**config.mk**
```make
export PLATFORM = sky130hd
export DESIGN_NAME = uart_rx_deserializer
export DESIGN_NICKNAME = d
export VERILOG_FILES = /design/src/rtl/uart_rx_deserializer.sv
export SDC_FILE = /design/constraint.sdc
export NUM_CORES = 1
export LEC_CHECK = 0
export ABC_AREA = 1
export ABC_CLOCK_PERIOD_IN_PS = 2600
export CORE_UTILIZATION = 30
export CTS_CLUSTER_SIZE = 16
export DETAILED_ROUTE_END_ITERATION = 7
export PLACE_DENSITY_LB_ADDON = 0.25
export SETUP_SLACK_MARGIN = 0.2
export SYNTH_ARGS = -nofsm -noshare
export SYNTH_HDL_FRONTEND = slang
export SYNTH_SLANG_ARGS = --single-unit
```
**constraint.sdc**
```tcl
create_clock -name clk -period 2.6 [get_ports clk]
set_clock_uncertainty 0.1 [all_clocks]
set_input_delay 0.52 -clock clk [delete_from_list [all_inputs] [get_ports clk]]
set_output_delay 0.52 -clock clk [all_outputs]
set_load 0.01 [all_outputs]
```
**src/rtl/uart_rx_deserializer.sv**
```systemverilog
// UART receive deserializer: synchronizes rx, qualifies the start bit, samples data mid-bit LSB-first,
// checks the stop bit and holds each word until acknowledged. Define UART_RX_PARITY_EN for a parity bit.
module uart_rx_deserializer #(
    parameter int WORD_SIZE    = 8,
    parameter int CLKS_PER_BIT = 434,
    parameter int PARITY_ODD   = 0
) (
    input  logic                 clk,
    input  logic                 rst,
    input  logic                 rx,
    input  logic                 rx_ack,
    output logic                 rx_valid,
    output logic [WORD_SIZE-1:0] rx_data,
    output logic                 frame_err,
    output logic                 overrun,
`ifdef UART_RX_PARITY_EN
    output logic                 parity_err,
`endif
    output logic                 busy
);

    localparam int BW = $clog2(CLKS_PER_BIT);
    localparam int IW = $clog2(WORD_SIZE + 1);
    localparam logic [BW-1:0] BAUD_LAST = BW'(CLKS_PER_BIT - 1);
    localparam logic [BW-1:0] BAUD_HALF = BW'(CLKS_PER_BIT / 2 - 1);
    localparam logic [IW-1:0] IDX_LAST  = IW'(WORD_SIZE - 1);

    if (WORD_SIZE < 5 || WORD_SIZE > 9) begin : g_bad_word_size
        $error("uart_rx_deserializer: WORD_SIZE must be 5..9");
    end
    if (CLKS_PER_BIT < 4) begin : g_bad_clks_per_bit
        $error("uart_rx_deserializer: CLKS_PER_BIT must be >= 4");
    end
    if (PARITY_ODD != 0 && PARITY_ODD != 1) begin : g_bad_parity_odd
        $error("uart_rx_deserializer: PARITY_ODD must be 0 or 1");
    end

    typedef enum logic [2:0] {
        IDLE,
        START,
        DATA,
        PARITY,
        STOP,
        RECOVER
    } state_t;

    state_t                 state_q, state_d;
    logic                   sync1_q, sync2_q;
    logic                   rxS;
    logic [BW-1:0]          baudCnt_q, baudCnt_d;
    logic [IW-1:0]          bitIdx_q, bitIdx_d;
    logic [WORD_SIZE-1:0]   shift_q, shift_d;
    logic [WORD_SIZE-1:0]   rxData_q, rxData_d;
    logic                   rxValid_q, rxValid_d;
    logic                   frameErr_q, frameErr_d;
    logic                   overrun_q, overrun_d;
    logic                   deliver;
`ifdef UART_RX_PARITY_EN
    localparam logic PARITY_SENSE = PARITY_ODD[0];
    logic                   parityBad_q, parityBad_d;
    logic                   parityErr_q, parityErr_d;
`endif

    assign rxS = sync2_q;

    // Two-flop synchronizer; idles high so reset never looks like a start bit.
    always_ff @(posedge clk) begin
        if (rst) begin
            sync1_q <= 1'b1;
            sync2_q <= 1'b1;
        end else begin
            sync1_q <= rx;
            sync2_q <= sync1_q;
        end
    end

    always_ff @(posedge clk) begin
        if (rst) begin
            state_q    <= IDLE;
            baudCnt_q  <= '0;
            bitIdx_q   <= '0;
            shift_q    <= '0;
            rxData_q   <= '0;
            rxValid_q  <= 1'b0;
            frameErr_q <= 1'b0;
            overrun_q  <= 1'b0;
`ifdef UART_RX_PARITY_EN
            parityBad_q <= 1'b0;
            parityErr_q <= 1'b0;
`endif
        end else begin
            state_q    <= state_d;
            baudCnt_q  <= baudCnt_d;
            bitIdx_q   <= bitIdx_d;
            shift_q    <= shift_d;
            rxData_q   <= rxData_d;
            rxValid_q  <= rxValid_d;
            frameErr_q <= frameErr_d;
            overrun_q  <= overrun_d;
`ifdef UART_RX_PARITY_EN
            parityBad_q <= parityBad_d;
            parityErr_q <= parityErr_d;
`endif
        end
    end

    // The start bit is checked half a period in, so every later sample lands mid-bit.
    always_comb begin
        state_d    = state_q;
        baudCnt_d  = (baudCnt_q == BAUD_LAST) ? '0 : baudCnt_q + 1'b1;
        bitIdx_d   = bitIdx_q;
        shift_d    = shift_q;
        rxData_d   = rxData_q;
        rxValid_d  = rxValid_q;
        frameErr_d = 1'b0;
        overrun_d  = 1'b0;
        deliver    = 1'b0;
`ifdef UART_RX_PARITY_EN
        parityBad_d = parityBad_q;
        parityErr_d = 1'b0;
`endif

        case (state_q)
            IDLE: begin
                baudCnt_d = '0;
                if (!rxS) begin
                    state_d = START;
                end
            end
            START: begin
                if (baudCnt_q == BAUD_HALF) begin
                    baudCnt_d = '0;
                    if (!rxS) begin
                        state_d  = DATA;
                        bitIdx_d = '0;
                    end else begin
                        state_d = IDLE;
                    end
                end
            end
            DATA: begin
                if (baudCnt_q == BAUD_LAST) begin
                    shift_d  = {rxS, shift_q[WORD_SIZE-1:1]};
                    bitIdx_d = bitIdx_q + 1'b1;
                    if (bitIdx_q == IDX_LAST) begin
`ifdef UART_RX_PARITY_EN
                        state_d = PARITY;
`else
                        state_d = STOP;
`endif
                    end
                end
            end
`ifdef UART_RX_PARITY_EN
            PARITY: begin
                if (baudCnt_q == BAUD_LAST) begin
                    parityBad_d = ((^shift_q) ^ rxS) != PARITY_SENSE;
                    state_d     = STOP;
                end
            end
`endif
            STOP: begin
                if (baudCnt_q == BAUD_LAST) begin
                    if (rxS) begin
                        deliver = 1'b1;
                        state_d = IDLE;
                    end else begin
                        frameErr_d = 1'b1;
                        state_d    = RECOVER;
                    end
                end
            end
            RECOVER: begin
                baudCnt_d = '0;
                if (rxS) begin
                    state_d = IDLE;
                end
            end
            default: begin
                state_d   = IDLE;
                baudCnt_d = '0;
            end
        endcase

        // A same-cycle ack counts as consuming the old word, so no overrun then.
        if (deliver) begin
            rxData_d  = shift_q;
            rxValid_d = 1'b1;
            overrun_d = rxValid_q && !rx_ack;
`ifdef UART_RX_PARITY_EN
            parityErr_d = parityBad_q;
`endif
        end else if (rx_ack) begin
            rxValid_d = 1'b0;
        end
    end

    assign rx_valid  = rxValid_q;
    assign rx_data   = rxData_q;
    assign frame_err = frameErr_q;
    assign overrun   = overrun_q;
    assign busy      = (state_q != IDLE);
`ifdef UART_RX_PARITY_EN
    assign parity_err = parityErr_q;
`endif

endmodule

```
==> qor.txt, run 1 <==
WORST SETUP PATH
---------------------------------------------------------------------------------
Type of destination of the critical path ........................... primary output
Internal reg-to-reg setup slack ....................................      0.89 ns
Required @ worst endpoint ..........................................      1.98 ns
Capture point of the worst path ....................................         busy
Maximum fanout count along the critical path .......................            6
Critical path data arrival time ....................................      1.48 ns
Endpoint of the worst register-to-register path ....................  bitIdx_q[1]
Launch point of the critical path ..................................   state_q[2]
CP Launch Type .....................................................         flop
Worst flop-to-flop path startpoint ................................. baudCnt_q[0]
Depth of the worst register-to-register path .......................            8
Path type of the worst setup path ..................................   reg -> out

DRT
---------------------------------------------------------------------------------
Detailed Route WL ..................................................      3.13 mm
Count of nets left with antenna violations after detail routing ....            0
Via count ..........................................................         1352
Remaining design rule violation count ..............................            0
Vias per cell ......................................................         4.40
Average routed wire per standard cell ..............................      10.2 um
DRC violation total after the first TritonRoute iteration ..........           31
First drt pass iteration count .....................................            4

TIMING
---------------------------------------------------------------------------------
Worst relative slew slack ..........................................        63.2%
Slew at the pin closest to its max-slew limit ......................     0.551 ns
Max Clk Rate .......................................................      476 MHz
Final hold violation count .........................................            0
Part of the cycle the worst path needs .............................        80.8%
RSZ-0062 raised after global routing ...............................           no
Clock period minus worst slack .....................................      2.10 ns
Max Transition Viols Final .........................................            0
Final setup violating endpoints ....................................            0
Final Hold Slack ...................................................     0.310 ns
TNS Setup ..........................................................         0 ns

HOLD PATH
---------------------------------------------------------------------------------
Worst Hold Class ...................................................   reg -> reg

CTS
---------------------------------------------------------------------------------
Clk buf depth ......................................................            2
# H-tree levels ....................................................            2
Post-CTS setup-driven buffer insertion count .......................            0
Clock-pin slew on the worst setup and hold paths ...................      0.07 ns
TritonCTS clock tree ...............................................         done
Cts bufs inserted ..................................................            5
Clock Root Buffer .................................................. sky130_fd_sc_hd__clkbuf_8
Sink count of the clock tree .......................................           37
Hold bufs inserted after CTS .......................................            0
Cts repair resizes .................................................            0
Source-to-sink clock delay at the later pin of the worst-skew pair .      0.28 ns

CELLS AND AREA
---------------------------------------------------------------------------------
Final standard cell area without fillers ...........................   2070 sq um
Area Overhead vs Synth .............................................        16.7%
End-of-flow core utilization .......................................        36.9%
Number of diodes added for antenna fixing ..........................            0
Final std cells w/o fill ...........................................          307
Share of cells above drive strength 1 ..............................        18.7%
Net count, final ...................................................          243
Fill cells .........................................................          618

POWER AND IR DROP
---------------------------------------------------------------------------------
Leakage Power ......................................................     0.833 nW
Gate power share ...................................................        32.5%
Sequential cell fraction of total power ............................        42.0%
PD cells ...........................................................  750 nW/um^2
Max rail drop VDD ..................................................   0.000400 V
Int Pwr ............................................................      1.01 mW
Switching share of power ...........................................        35.1%
Part of the power in the clock network .............................        25.5%
Net Switching ......................................................       544 uW

YOSYS
---------------------------------------------------------------------------------
Synthesized Nets ...................................................          224
Register bit count reported by yosys ...............................           37
Total of warnings raised by yosys ..................................            0
Register area share after synthesis ................................        41.8%
Synthesized cell area ..............................................   1770 sq um
Post-Synthesis Mean Instance Area ..................................   8.21 sq um
Count of mapped cells out of synthesis .............................          216
Distinct cell type count after synthesis ...........................           32

RUN STATUS
---------------------------------------------------------------------------------
Result of the run .................................................. finished, final reports clean

DIE
---------------------------------------------------------------------------------
Area of the core region ............................................   5610 sq um
Die H ..............................................................      78.9 um
Horizontal die dimension ...........................................      78.9 um
Cell Rows ..........................................................           27
Num ports ..........................................................           16
Area of the die ....................................................   6220 sq um
Initial cell density of the core ...................................        31.6%

PLACE
---------------------------------------------------------------------------------
Placer's final routability congestion estimate .....................        0.757
Port Buffer Count ..................................................           15
Placed wire-length estimate ........................................      2.29 mm
Instance count after placement with tap cells included .............          300
Placement-stage cell area ..........................................   1980 sq um

GLOBAL ROUTING
---------------------------------------------------------------------------------
Pin count of the biggest net entering global routing ...............           18
Wire length of the first global-routing pass .......................      5.64 mm
Number of antenna violations at the first check in global routing ..            0
Overall fraction of global-route tracks in use .....................        11.5%
Residual overflow from global routing ..............................            0
Via count of the first global-routing pass .........................         1270

JOB
---------------------------------------------------------------------------------
Number of violations of the max-capacitance limit ..................            0

-- sequential cells by signal (all words and copies together), names as in the netlist --
signal,flops
baudCnt_q,9
rx_data,8
shift_q,8
bitIdx_q,4
state_q,3
frame_err,1
overrun,1
rxS,1
rx_valid,1
sync1_q,1
-- placed cells by master, fill, tap and decap left out, types with 3 or more instances in the layout --
cell type / count
sky130_fd_sc_hd__dfxtp_1: 37
sky130_fd_sc_hd__nand2_2: 4
sky130_fd_sc_hd__nor3_2: 4
sky130_fd_sc_hd__nand3_4: 4
sky130_fd_sc_hd__a211oi_2: 8
sky130_fd_sc_hd__nor2_1: 38
sky130_fd_sc_hd__nand2_1: 30
sky130_fd_sc_hd__a21oi_1: 10
sky130_fd_sc_hd__ha_1: 4
sky130_fd_sc_hd__clkbuf_8: 6
sky130_fd_sc_hd__inv_1: 28
sky130_fd_sc_hd__o21ai_0: 8
sky130_fd_sc_hd__clkdlybuf4s50_1: 15
sky130_fd_sc_hd__inv_2: 3
sky130_fd_sc_hd__nor2_2: 3
sky130_fd_sc_hd__nand3_1: 10
sky130_fd_sc_hd__nand4_1: 3
-- metal layers --
layer,routed length (um),GRT usage [%],vias up
met5,0,0,-
met4,51,4.36,0
met3,145,3.56,5
met2,1310,17.0,32
met1,1620,15.5,587
li1,-,-,728
-- cell type report --
class,instances,area [sq um],share of cell area [%]
well taps,72,90.1,4.35
inverters,31,116,5.62
clock buffers,7,86.3,4.17
repair buffers,16,158,7.62
multi-input cells,144,878,42.4
flip-flops and latches,37,741,35.8
-- how the worst min path moves through the flow --
stage / start / end / slack [ns] / depth (start not counted)
floorplan: sync1_q / rxS / 0.29 / 1
global placement: sync1_q / rxS / 0.30 / 1
detailed placement: sync1_q / rxS / 0.29 / 1
CTS: sync1_q / rxS / 0.31 / 1
global route: sync1_q / rxS / 0.34 / 1
finish: sync1_q / rxS / 0.31 / 1
-- cell families after synthesis --
| kind of cell | synth area share (%) |
|---|---|
| compound gates | 12.3 |
| flops | 41.8 |
| buf+inv | 8.68 |
| simple gates | 33.5 |
| xor+xnor | 0.988 |
| fa+ha+maj | 2.82 |
-- critical path: stages (launching register included) --
cell and delay, ns:
sky130_fd_sc_hd__dfxtp_1 0.47, sky130_fd_sc_hd__inv_2 0.12, sky130_fd_sc_hd__nand2_1 0.08, sky130_fd_sc_hd__clkdlybuf4s50_1 0.53
-- cells in the mapped netlist, drive strengths merged --
cell type	number	area (sq um)
a211oi	8	100
ha	4	50.1
or2	2	12.5
nand3	15	130
clkbuf	1	3.75
nand2	36	160
a21oi	11	58.8
o21ai	11	58.8
nor3b	1	7.51
nor2	44	204
inv	31	116
xnor2	2	17.5
nor3	5	45.0
nand4	3	18.8
buf	3	33.8
dfxtp	37	741
nor4	1	6.26
and2	1	8.76
-- power by group through the flow --
stage	Combinational [mW]	Sequential, mW	Clock, mW
2_1_floorplan	0.410	0.653	0
3_3_place_gp	0.514	0.664	0
3_5_place_dp	0.511	0.665	0
4_1_cts	0.513	0.651	0.410
5_1_grt	0.585	0.657	0.434
6_report	0.505	0.651	0.396
-- metrics by stage --
stage	setup slack, ns	total power, mW
6_report	0.500	1.55
5_1_grt	0.396	1.68
4_1_cts	0.497	1.57
3_5_place_dp	0.625	1.18
3_3_place_gp	0.648	1.18
2_1_floorplan	1.17	1.06
No activity file was read; power rests on OpenSTA's default activity.
==> inputs of run 2 (changes only) <==
Settings changed: ABC_CLOCK_PERIOD_IN_PS 2600 to 1950.
Clock period 2.6 ns to 1.95 ns, I/O delays scaled along.
==> run 2 against run 1 <==
Against the previous run:
- flip-flop and latch count is the same
- wire length grew 8.1%
- clock-buffer cell count shrank 1
- setup slack lost 0.21 ns
- critical path type unchanged
- highest routed layer unchanged
==> qor.txt, run 2 (synthesis gave the netlist of run 1 again) <==
TIMING
-------------------------------------------------------------------------------------
Slew at the pin closest to its max-slew limit ..........................     0.250 ns   was 0.551 ns
Max Clk Rate ...........................................................      601 MHz
Max Transition Viols Final .............................................            0   unchanged
Worst relative slew slack ..............................................        83.3%   was 63.2%
Final setup violating endpoints ........................................            0   unchanged
Final hold violation count .............................................            0   unchanged
Final Hold Slack .......................................................     0.315 ns   was 0.310 ns
TNS Setup ..............................................................         0 ns   unchanged
RSZ-0062 raised after global routing ...................................           no   unchanged
Part of the cycle the worst path needs .................................        85.3%
Clock period minus worst slack .........................................      1.66 ns

GLOBAL ROUTING
-------------------------------------------------------------------------------------
Overall fraction of global-route tracks in use .........................        11.3%   was 11.5%
Number of antenna violations at the first check in global routing ......            0   unchanged
Pin count of the biggest net entering global routing ...................           18   unchanged
Via count of the first global-routing pass .............................         1211   was 1270
Met3 track utilization from global routing .............................        3.10%   was 3.56%
Wire length of the first global-routing pass ...........................      5.51 mm   was 5.64 mm
Residual overflow from global routing ..................................            0   unchanged
Met1 track utilization from global routing .............................        16.0%   was 15.5%
Most utilized layer in the global route result .........................         met2   unchanged
GR met2 Demand/Resource ................................................        16.3%   was 17.0%

WORST SETUP PATH
-------------------------------------------------------------------------------------
Worst flop-to-flop path startpoint ..................................... baudCnt_q[1]   was baudCnt_q[0]
CP Launch Type .........................................................         flop   unchanged
Required @ worst endpoint ..............................................      1.46 ns   was 1.98 ns
Critical path data arrival time ........................................      1.17 ns   was 1.48 ns
Endpoint of the worst register-to-register path ........................   rx_data[0]   was bitIdx_q[1]
Max stage delay on crit path ...........................................      0.54 ns   was 0.53 ns
Critical path, cell by cell ............................................ clkdlybuf4s50_1   was inv_2 > nand2_1 > clkdlybuf4s50_1
Internal reg-to-reg setup slack ........................................      0.39 ns   was 0.89 ns
Maximum fanout count along the critical path ...........................            2   was 6
Cell family contributing the most delay on the critical path ........... buffers and inverters   unchanged
Type of destination of the critical path ............................... primary output   unchanged
Depth of the worst register-to-register path ...........................            9   was 8
Slowest cell on the critical path ...................................... sky130_fd_sc_hd__clkdlybuf4s50_1   unchanged
Path type of the worst setup path ......................................   reg -> out   unchanged
Buffers plus inverters on the worst setup path .........................            1   was 2
Logic depth of the worst setup path including buffers ..................            1   was 3

DRT
-------------------------------------------------------------------------------------
DRC violation total after the first TritonRoute iteration ..............           48   was 31
Detailed Route WL ......................................................      3.38 mm   was 3.13 mm
Via count ..............................................................         1401   was 1352
Average routed wire per standard cell ..................................      10.7 um   was 10.2 um
First drt pass iteration count .........................................            4   unchanged
Vias per cell ..........................................................         4.45   was 4.40
Remaining design rule violation count ..................................            0   unchanged
Count of nets left with antenna violations after detail routing ........            0   unchanged

CELLS AND AREA
-------------------------------------------------------------------------------------
Register ranked first by flip-flop count ...............................    baudCnt_q   unchanged
Highest-count cells in the layout ignoring fill and taps ............... sky130_fd_sc_hd__nor2_1, sky130_fd_sc_hd__dfxtp_1, sky130_fd_sc_hd__nand2_1   unchanged
Most frequent standard cell in the layout excluding fill and tap cells . sky130_fd_sc_hd__nor2_1   unchanged
Net count, final .......................................................          250   was 243
Share of cells above drive strength 1 ..................................        23.0%   was 18.7%
Area Overhead vs Synth .................................................        22.9%   was 16.7%
Max reg flops ..........................................................            9   unchanged
Number of diodes added for antenna fixing ..............................            0   unchanged

POWER AND IR DROP
-------------------------------------------------------------------------------------
Leakage Power ..........................................................     0.889 nW   was 0.833 nW
Gate power share .......................................................        30.9%   was 32.5%
Switching share of power ...............................................        33.9%   was 35.1%
Sequential cell fraction of total power ................................        38.7%   was 42.0%
Int Pwr ................................................................      1.50 mW   was 1.01 mW
Max rail drop VDD ......................................................   0.000541 V   was 0.000400 V
PD cells ............................................................... 1040 nW/um^2   was 750 nW/um^2
Part of the power in the clock network .................................        30.4%   was 25.5%
Net Switching ..........................................................       770 uW   was 544 uW

DIE
-------------------------------------------------------------------------------------
Die H ..................................................................      78.9 um   unchanged
Initial cell density of the core .......................................        31.6%   unchanged
Num ports ..............................................................           16   unchanged
Horizontal die dimension ...............................................      78.9 um   unchanged
Area of the core region ................................................   5610 sq um   unchanged
Cell Rows ..............................................................           27   unchanged
Area of the die ........................................................   6220 sq um   unchanged

PLACE
-------------------------------------------------------------------------------------
Placed wire-length estimate ............................................      2.37 mm   was 2.29 mm
Port Buffer Count ......................................................           15   unchanged
Placer's final routability congestion estimate .........................        0.804   was 0.757

CTS
-------------------------------------------------------------------------------------
Source-to-sink clock delay at the later pin of the worst-skew pair .....      0.29 ns   was 0.28 ns
Cts bufs inserted ......................................................            5   unchanged
Clock-pin slew on the worst setup and hold paths .......................      0.08 ns   was 0.07 ns
TritonCTS clock tree ...................................................         done   unchanged
Sink count of the clock tree ...........................................           37   unchanged
Clk buf depth ..........................................................            2   unchanged
Clock Root Buffer ...................................................... sky130_fd_sc_hd__clkbuf_8   unchanged
# H-tree levels ........................................................            2   unchanged

HOLD PATH
-------------------------------------------------------------------------------------
Hold_sp ................................................................      sync1_q   unchanged
Hold Path Depth ........................................................            1   unchanged
End point of the worst hold path .......................................          rxS   unchanged
Worst Hold Class .......................................................   reg -> reg   unchanged

JOB
-------------------------------------------------------------------------------------
Number of violations of the max-capacitance limit ......................            0   unchanged

RUN STATUS
-------------------------------------------------------------------------------------
Result of the run ...................................................... finished, final reports clean   unchanged

==> run 2: worst max-delay path by stage <==
stage	from	endpoint
after global routing	rx_data[6]	rx_data[6]
after CTS	rx_data[6]	rx_data[6]
final	rx_data[0]	rx_data[0]
after global placement	state_q[2]	busy
after floorplan	baudCnt_q[0]	shift_q[6]
after detailed placement	state_q[2]	busy
==> run 2: timing repair <==
item | in CTS | in global routing
setup buffers | 1 | 3
pin swaps | 1 | 1
hold buffers | 0 | 0
endpoints found under the hold margin | 0 | 0
resized for setup | 5 | 2
setup endpoints to repair | 1 | 1
==> run 2: routing by layer <==
metal | routed length, um | share of wire (%) | up-vias
met2 | 1350 | 40 | 17
li1 | - | - | 745
met5 | 0 | 0 | -
met4 | 46 | 1.4 | 0
met1 | 1870 | 55 | 632
met3 | 115 | 3.4 | 7
==> run 2: cell type report <==
type	count	area, sq um
fillers	629	3430
well taps	72	90.1
multi-input cells	144	883
clock inverters	2	37.5
flip-flops and latches	37	747
inverters	31	116
repair buffers	23	221
clock buffers	6	82.6
==> run 2: power by group through the flow <==
stage / clock (mW) / combinational [mW] / sequential (mW)
finish: 0.690 / 0.703 / 0.879
global placement: 0 / 0.701 / 0.880
floorplan: 0 / 0.547 / 0.871
CTS: 0.714 / 0.705 / 0.879
global route: 0.745 / 0.785 / 0.890
detailed placement: 0 / 0.688 / 0.883
==> run 2: through the flow <==
| step | cell area (sq um) | power, mW | setup WS, ns | utilization [%] | instances |
|---|---|---|---|---|---|
| detailed placement | 2010 | 1.57 | 0.320 | 35.8 | 303 |
| CTS | 2140 | 2.30 | 0.268 | 38.2 | 312 |
| global route | 2180 | 2.42 | 0.236 | 38.8 | 315 |
| floorplan | 1770 | 1.42 | 0.520 | - | 216 |
| global placement | 2010 | 1.58 | 0.342 | 35.8 | 303 |
| finish | 2180 | 2.27 | 0.287 | 38.8 | 315 |
==> inputs of run 3 (changes only) <==
Settings changed: CTS_CLUSTER_DIAMETER set to 80.
==> results of run 3 <==
Final layout, timing and power as in run 2 (identical DEF).
==> RTL change 1: new RTL, flow settings as in run 1 <==
Build with the macro `UART_RX_PARITY_EN` defined.
--- a/src/rtl/uart_rx_deserializer.sv
+++ b/src/rtl/uart_rx_deserializer.sv
@@ -1,5 +1,7 @@
 // UART receive deserializer: synchronizes rx, qualifies the start bit, samples data mid-bit LSB-first,
 // checks the stop bit and holds each word until acknowledged. Define UART_RX_PARITY_EN for a parity bit.
+`define UART_RX_PARITY_EN
+
 module uart_rx_deserializer #(
     parameter int WORD_SIZE    = 8,
     parameter int CLKS_PER_BIT = 434,
Function (old outputs only; new: parity_err): same outputs for any inputs over 10 cycles, from zero or initial values and one cycle with rst high; that may be too few to reach the edited logic, so the function may still have changed.
==> RTL change 1 against run 1 <==
  * Sequential cell count is 2 higher
  * Power is 0.98% higher
  * Largest power group unchanged
  * Non-clock buffer count is 2 higher
  * Final cell count is 11% higher
  * Sequential share of layout area is 0.57 points higher
  * Worst setup slack worse by 0.043 ns
  * Fmax is 2.0% lower
  * Synthesized area is 2.9% higher
  * Final area is 3.7% higher
  * Wire length is 11% higher
  * Sequential power is 4.0% higher
==> RTL change 1: results (changes against run 1) <==
- Cell accounting for the most synthesized area: sky130_fd_sc_hd__dfxtp_1
- Placed wire-length estimate after detailed placement: 2480 um (+8.2%)
- Fraction of the yosys area taken by sequential cells: 0.428 (+0.0102)
- Fill cells: 636 (+2.9%)
- Worst endpoint data arrival time: 1.52 ns (+0.04 ns)
- Non-clk buf share: 0.0816 (+0.00541)
- Final #Nets: 272 (+12%)
- Place WS: 0.639 ns (+0.0142 ns)
- Status: completed
- Cell types with the largest area share after synthesis: sky130_fd_sc_hd__dfxtp_1 (43%), sky130_fd_sc_hd__nand2_1 (10%), sky130_fd_sc_hd__a21oi_1 (5.8%)
- Seq group: 0.677 mW (+4.0%)
- Number of multi-input logic gates: 169 (+17%)
- Pwr dens: 730 nW/um2 (-2.7%)
- Crit path from: state_q[1]
- Leakage power figure: 0.852 nW (+2.2%)
- Switching portion of total power: 0.371 (+0.0199)
- Gate count of the mapped netlist: 244 (+13%)
- Part of the total power dissipated in the clock network: 0.269 (+0.014)
- Cell count of the worst reg-to-reg path: 8 (unchanged)
- Largest net degree at the start of global routing: 20 (+2)
- Clock-pin slew of the registers on the worst-case setup and hold paths: 0.09 ns (+0.02 ns)
- Number of instances in the placed design: 332 (+11%)
- Length of the first detailed-routing pass in iterations: 4 (unchanged)
- Starting DRT DRC Count: 65 (+110%)
- Antenna violations before repair: 0 (unchanged)
- Largest voltage drop on the vdd net: 0.216 mV (-46%)
- Seq area share: 0.364 (+0.00572)
- Worst reg2reg path startpoint: baudCnt_q[1]
- Footprint of the multi-input gates: 888 um2 (+1.1%)
- Global-route wire length before repair: 6070 um (+7.6%)
- Worst slew margin: 0.584 (-0.0489)
- Endpoint of the worst register-to-register path: rx_data[3]
- Routed vias: 1505 (+11%)
- Gpl congestion: 0.886 (+17%)
- Post-synthesis sequential element count: 39 (+5.4%)
- Post-synthesis share of cell area spent on xor and xnor gates: 0.0384 (+0.0285)
- Vias per Instance: 4.43 (+0.51%)
- Proportion of cell area occupied by multi-input gates: 0.414 (-0.0107)
- Share of the synthesized area in compound gates (AO/OA/AOI/OAI): 0.126 (+0.00341)
- Tot GR Track Use: 0.122 (+0.00770)
- Post-route worst setup slack: 0.457 ns (-0.0426 ns)
- Share of synthesized registers carrying an async set or reset: 0 (unchanged)
- Critical path peak fanout: 7 (+1)
- Adder-cell share of the synthesized area: 0.0274 (-0.000794)
- Total of buffers placed on input and output ports: 16 (+1)
- Most common library cells after synthesis: sky130_fd_sc_hd__nand2_1 (50), sky130_fd_sc_hd__dfxtp_1 (39), sky130_fd_sc_hd__nor2_1 (25)
- Vias in the first global route: 1376 (+8.3%)
- Inverter count of the layout excluding clock inverters: 31 (unchanged)
- DR WL/cell: 10.2 um (+0.23%)
- Clock distribution area overhead in the final layout: 0.0431 (+0.00141)
- Post-Syn Nets: 252 (+13%)
- Share of cells above drive strength 1: 0.128 (-0.0589)
- Reg-to-reg setup timing slack: 0.78 ns (-0.11 ns)
- Number of buffers outside the clock class in the layout: 18 (+2)
-- RTL change 1: worst min-delay path by stage --
stage	startpoint	end	slack, ns	cells past startpoint
finish	sync1_q	rxS	0.31	1
global route	sync1_q	rxS	0.34	1
CTS	sync1_q	rxS	0.32	1
detailed placement	sync1_q	rxS	0.30	1
global placement	sync1_q	rxS	0.29	1
floorplan	sync1_q	rxS	0.29	1
-- RTL change 1: logic make-up after synthesis --
family,after synthesis
XOR/XNOR,8
buffers and inverters,36
flip-flops,39
AO/OA/AOI/OAI,43
adder cells (fa/ha/maj),4
AND/OR/NAND/NOR,114
-- RTL change 1: layer usage --
metal  routed length, um  global-route usage  share of wire
met5                   0                   0              0
met4                  38              0.0429          0.011
met3                 104              0.0343          0.030
met2                1440               0.186           0.41
met1                1890               0.164           0.54
==> RTL change 2: new RTL, settings of run 1 <==
Without the edit above. Remove the register `frameErr_q`: a continuous assignment takes its place, so the output `frame_err` follows one clock earlier.
--- a/src/rtl/uart_rx_deserializer.sv
+++ b/src/rtl/uart_rx_deserializer.sv
@@ -82,7 +82,6 @@
             shift_q    <= '0;
             rxData_q   <= '0;
             rxValid_q  <= 1'b0;
-            frameErr_q <= 1'b0;
             overrun_q  <= 1'b0;
 `ifdef UART_RX_PARITY_EN
             parityBad_q <= 1'b0;
@@ -95,7 +94,6 @@
             shift_q    <= shift_d;
             rxData_q   <= rxData_d;
             rxValid_q  <= rxValid_d;
-            frameErr_q <= frameErr_d;
             overrun_q  <= overrun_d;
 `ifdef UART_RX_PARITY_EN
             parityBad_q <= parityBad_d;
@@ -103,6 +101,8 @@
 `endif
         end
     end
+
+    assign frameErr_q = frameErr_d;
 
     // The start bit is checked half a period in, so every later sample lands mid-bit.
     always_comb begin
Check against the original RTL: no difference found for any inputs over 10 cycles, from zero or initial values and one cycle with rst high; that may be too few to reach the edited logic, so the function may still have changed.
==> RTL change 2 against run 1 <==
  * Count of clock-buffer cells in the layout down 2
  * Sequential share of layout area up 0.57 points
  * Synthesized area down 7.3%
  * Worst setup slack worse by 0.047 ns
  * Die area down 7.1%
  * Power down 2.1%
  * Final area down 4.2%
  * Largest cell class unchanged
  * Highest routed layer unchanged
  * Wire length up 7.5%
  * Sequential cell count down 1
==> RTL change 2: results (changes against run 1) <==
- Most common library cells after synthesis: sky130_fd_sc_hd__nor2_1 (42), sky130_fd_sc_hd__dfxtp_1 (36), sky130_fd_sc_hd__nand2_1 (28)
- Antenna violations before repair: 0 (unchanged)
- Max-slew violation total from the final report: 0 (unchanged)
- Worst slew margin: 0.687 (+0.0550)
- Leakage power figure: 0.762 nW (-8.5%)
- Tot GR Track Use: 0.129 (+0.0143)
- Root Buffer: sky130_fd_sc_hd__clkbuf_8
- Switching portion of total power: 0.380 (+0.0289)
- Number of instances in the placed design: 302 (+0.67%)
- DR WL/cell: 10.8 um (+6.4%)
- Critical path peak fanout: 4 (-2)
- Gpl congestion: 0.733 (-3.2%)
- Number of H-tree branching levels: 2 (unchanged)
- Status: completed
- Clock-pin slew of the registers on the worst-case setup and hold paths: 0.08 ns
- Worst endpoint data arrival time: 1.53 ns (+0.05 ns)
- Number of CTS-inserted buffers: 5 (unchanged)
- Count of yosys warnings during synthesis: 0 (unchanged)
- Placed wire-length estimate after detailed placement: 2370 um (+3.6%)
- Largest net degree at the start of global routing: 21 (+3)
- Clock Latency Late Sink: 0.29 ns
- Largest voltage drop on the vdd net: 0.467 mV (+17%)
- Place WS: 0.233 ns (-0.392 ns)
- Fraction of the yosys area taken by sequential cells: 0.438 (+0.0206)
- Register bank with the most flops: baudCnt_q
- Vias in the first global route: 1265 (-0.39%)
- Cell types with the largest area share after synthesis: sky130_fd_sc_hd__dfxtp_1 (44%), sky130_fd_sc_hd__nor2_1 (9.6%), sky130_fd_sc_hd__nand2_1 (6.4%)
- Share of cells above drive strength 1: 0.163 (-0.0247)
- Largest buffer count on any clock path: 2 (unchanged)
- Length of the first detailed-routing pass in iterations: 4 (unchanged)
- Class of the worst hold path: reg2reg
- Post-CTS repair timing setup buffer count: 0 (unchanged)
- Total of buffers placed on input and output ports: 15 (unchanged)
- Ant. Diodes: 0 (unchanged)
- Cell area after placement: 1880 um2 (-5.1%)
- Fill cells: 579 (-6.3%)
- Predominant post-synthesis flop cell: sky130_fd_sc_hd__dfxtp_1
- Final #Nets: 247 (+1.6%)
- Gate count of the mapped netlist: 218 (+0.93%)
- Count of cell types in the netlist: 28 (-13%)
- Final design utilization: 0.381 (+0.0117)
- Share of synthesized registers carrying an async set or reset: 0 (unchanged)
- Vias per Instance: 4.40 (-0.16%)
- Global-route wire length before repair: 5860 um (+3.9%)
- Starting DRT DRC Count: 34 (+9.7%)
- Number of cells in the finished layout apart from fillers: 310 (+0.98%)
- Flip-flop count of the largest register, all copies and words added: 9 (unchanged)
- Post-Syn Nets: 226 (+0.89%)
RTL change 2: cell types whose count changed after synthesis, sizes merged, moves of 2 or more:
| cell | run 1 | this run |
|---|---|---|
| o21ai | 11 | 19 |
| xnor2 | 2 | 0 |
| nor2 | 44 | 47 |
| buf | 3 | 0 |
| xor2 | 0 | 3 |
| nand2 | 36 | 38 |
| a211oi | 8 | 3 |
| nand3 | 15 | 13 |
| a21oi | 11 | 15 |
| inv | 31 | 24 |
RTL change 2: through the flow:
stage	power [mW]	hold slack (ns)
after floorplan	1.01	0.289
after global placement	1.12	0.297
after detailed placement	1.13	0.294
after CTS	1.54	0.324
after global routing	1.65	0.336
final	1.52	0.324
RTL change 2: path summary, 6_finish.rpt:
check,cells past startpoint,slack (ns),end,from
max reg2reg,7,0.87,rx_data[7],baudCnt_q[1]
min,1,0.32,rxS,sync1_q
min reg2reg,1,0.32,rxS,sync1_q
max,7,0.45,frame_err,baudCnt_q[1]
RTL change 2: repair_timing:
action | in CTS | in global routing
hold buffers | 0 | 0
gates resized for setup | 2 | 4
cloned | 0 | 0
endpoints found under the setup margin | 1 | 1
RTL change 2: metal layers:
metal,wire length [um],part of all wire,GRT usage
met1,1740,0.52,0.173
met2,1460,0.44,0.195
met3,96,0.029,0.0323
met4,63,0.019,0.0577
met5,0,0,0
RTL change 2: cell families after synthesis:
logic type / Yosys count / share of synthesized area
AOI/OAI and AO/OA: 39 / 0.128
xor gates and xnor gates: 3 / 0.0160
adders and majority gates: 4 / 0.0304
buffers and inverters: 27 / 0.0616
DFF: 36 / 0.438
and+or+nand+nor: 109 / 0.326
RTL change 2: critical path, stage by stage, from the launching register on:
cell and delay [ns]:
sky130_fd_sc_hd__dfxtp_1 0.34, sky130_fd_sc_hd__inv_1 0.10, sky130_fd_sc_hd__ha_1 0.17, sky130_fd_sc_hd__nand2_1 0.09, sky130_fd_sc_hd__nor2_4 0.15, sky130_fd_sc_hd__nand2_2 0.11, sky130_fd_sc_hd__nor3_2 0.12, sky130_fd_sc_hd__clkbuf_2 0.15
RTL change 2: power by group through the flow:
| stage | clock network [mW] | logic, mW | registers [mW] |
|---|---|---|---|
| 6_report | 0.405 | 0.477 | 0.637 |
| 3_3_place_gp | 0 | 0.476 | 0.647 |
| 2_1_floorplan | 0 | 0.367 | 0.639 |
| 5_1_grt | 0.444 | 0.561 | 0.644 |
| 4_1_cts | 0.421 | 0.480 | 0.636 |
| 3_5_place_dp | 0 | 0.480 | 0.648 |
RTL change 2: layout make-up:
class / count / area share
inverter: 25 / 0.0473
tap: 70 / 0.0442
sequential: 36 / 0.364
clock inverter: 3 / 0.0120
multi-input combinational: 155 / 0.421
clock buffer: 5 / 0.0347
timing repair buffer: 16 / 0.0770
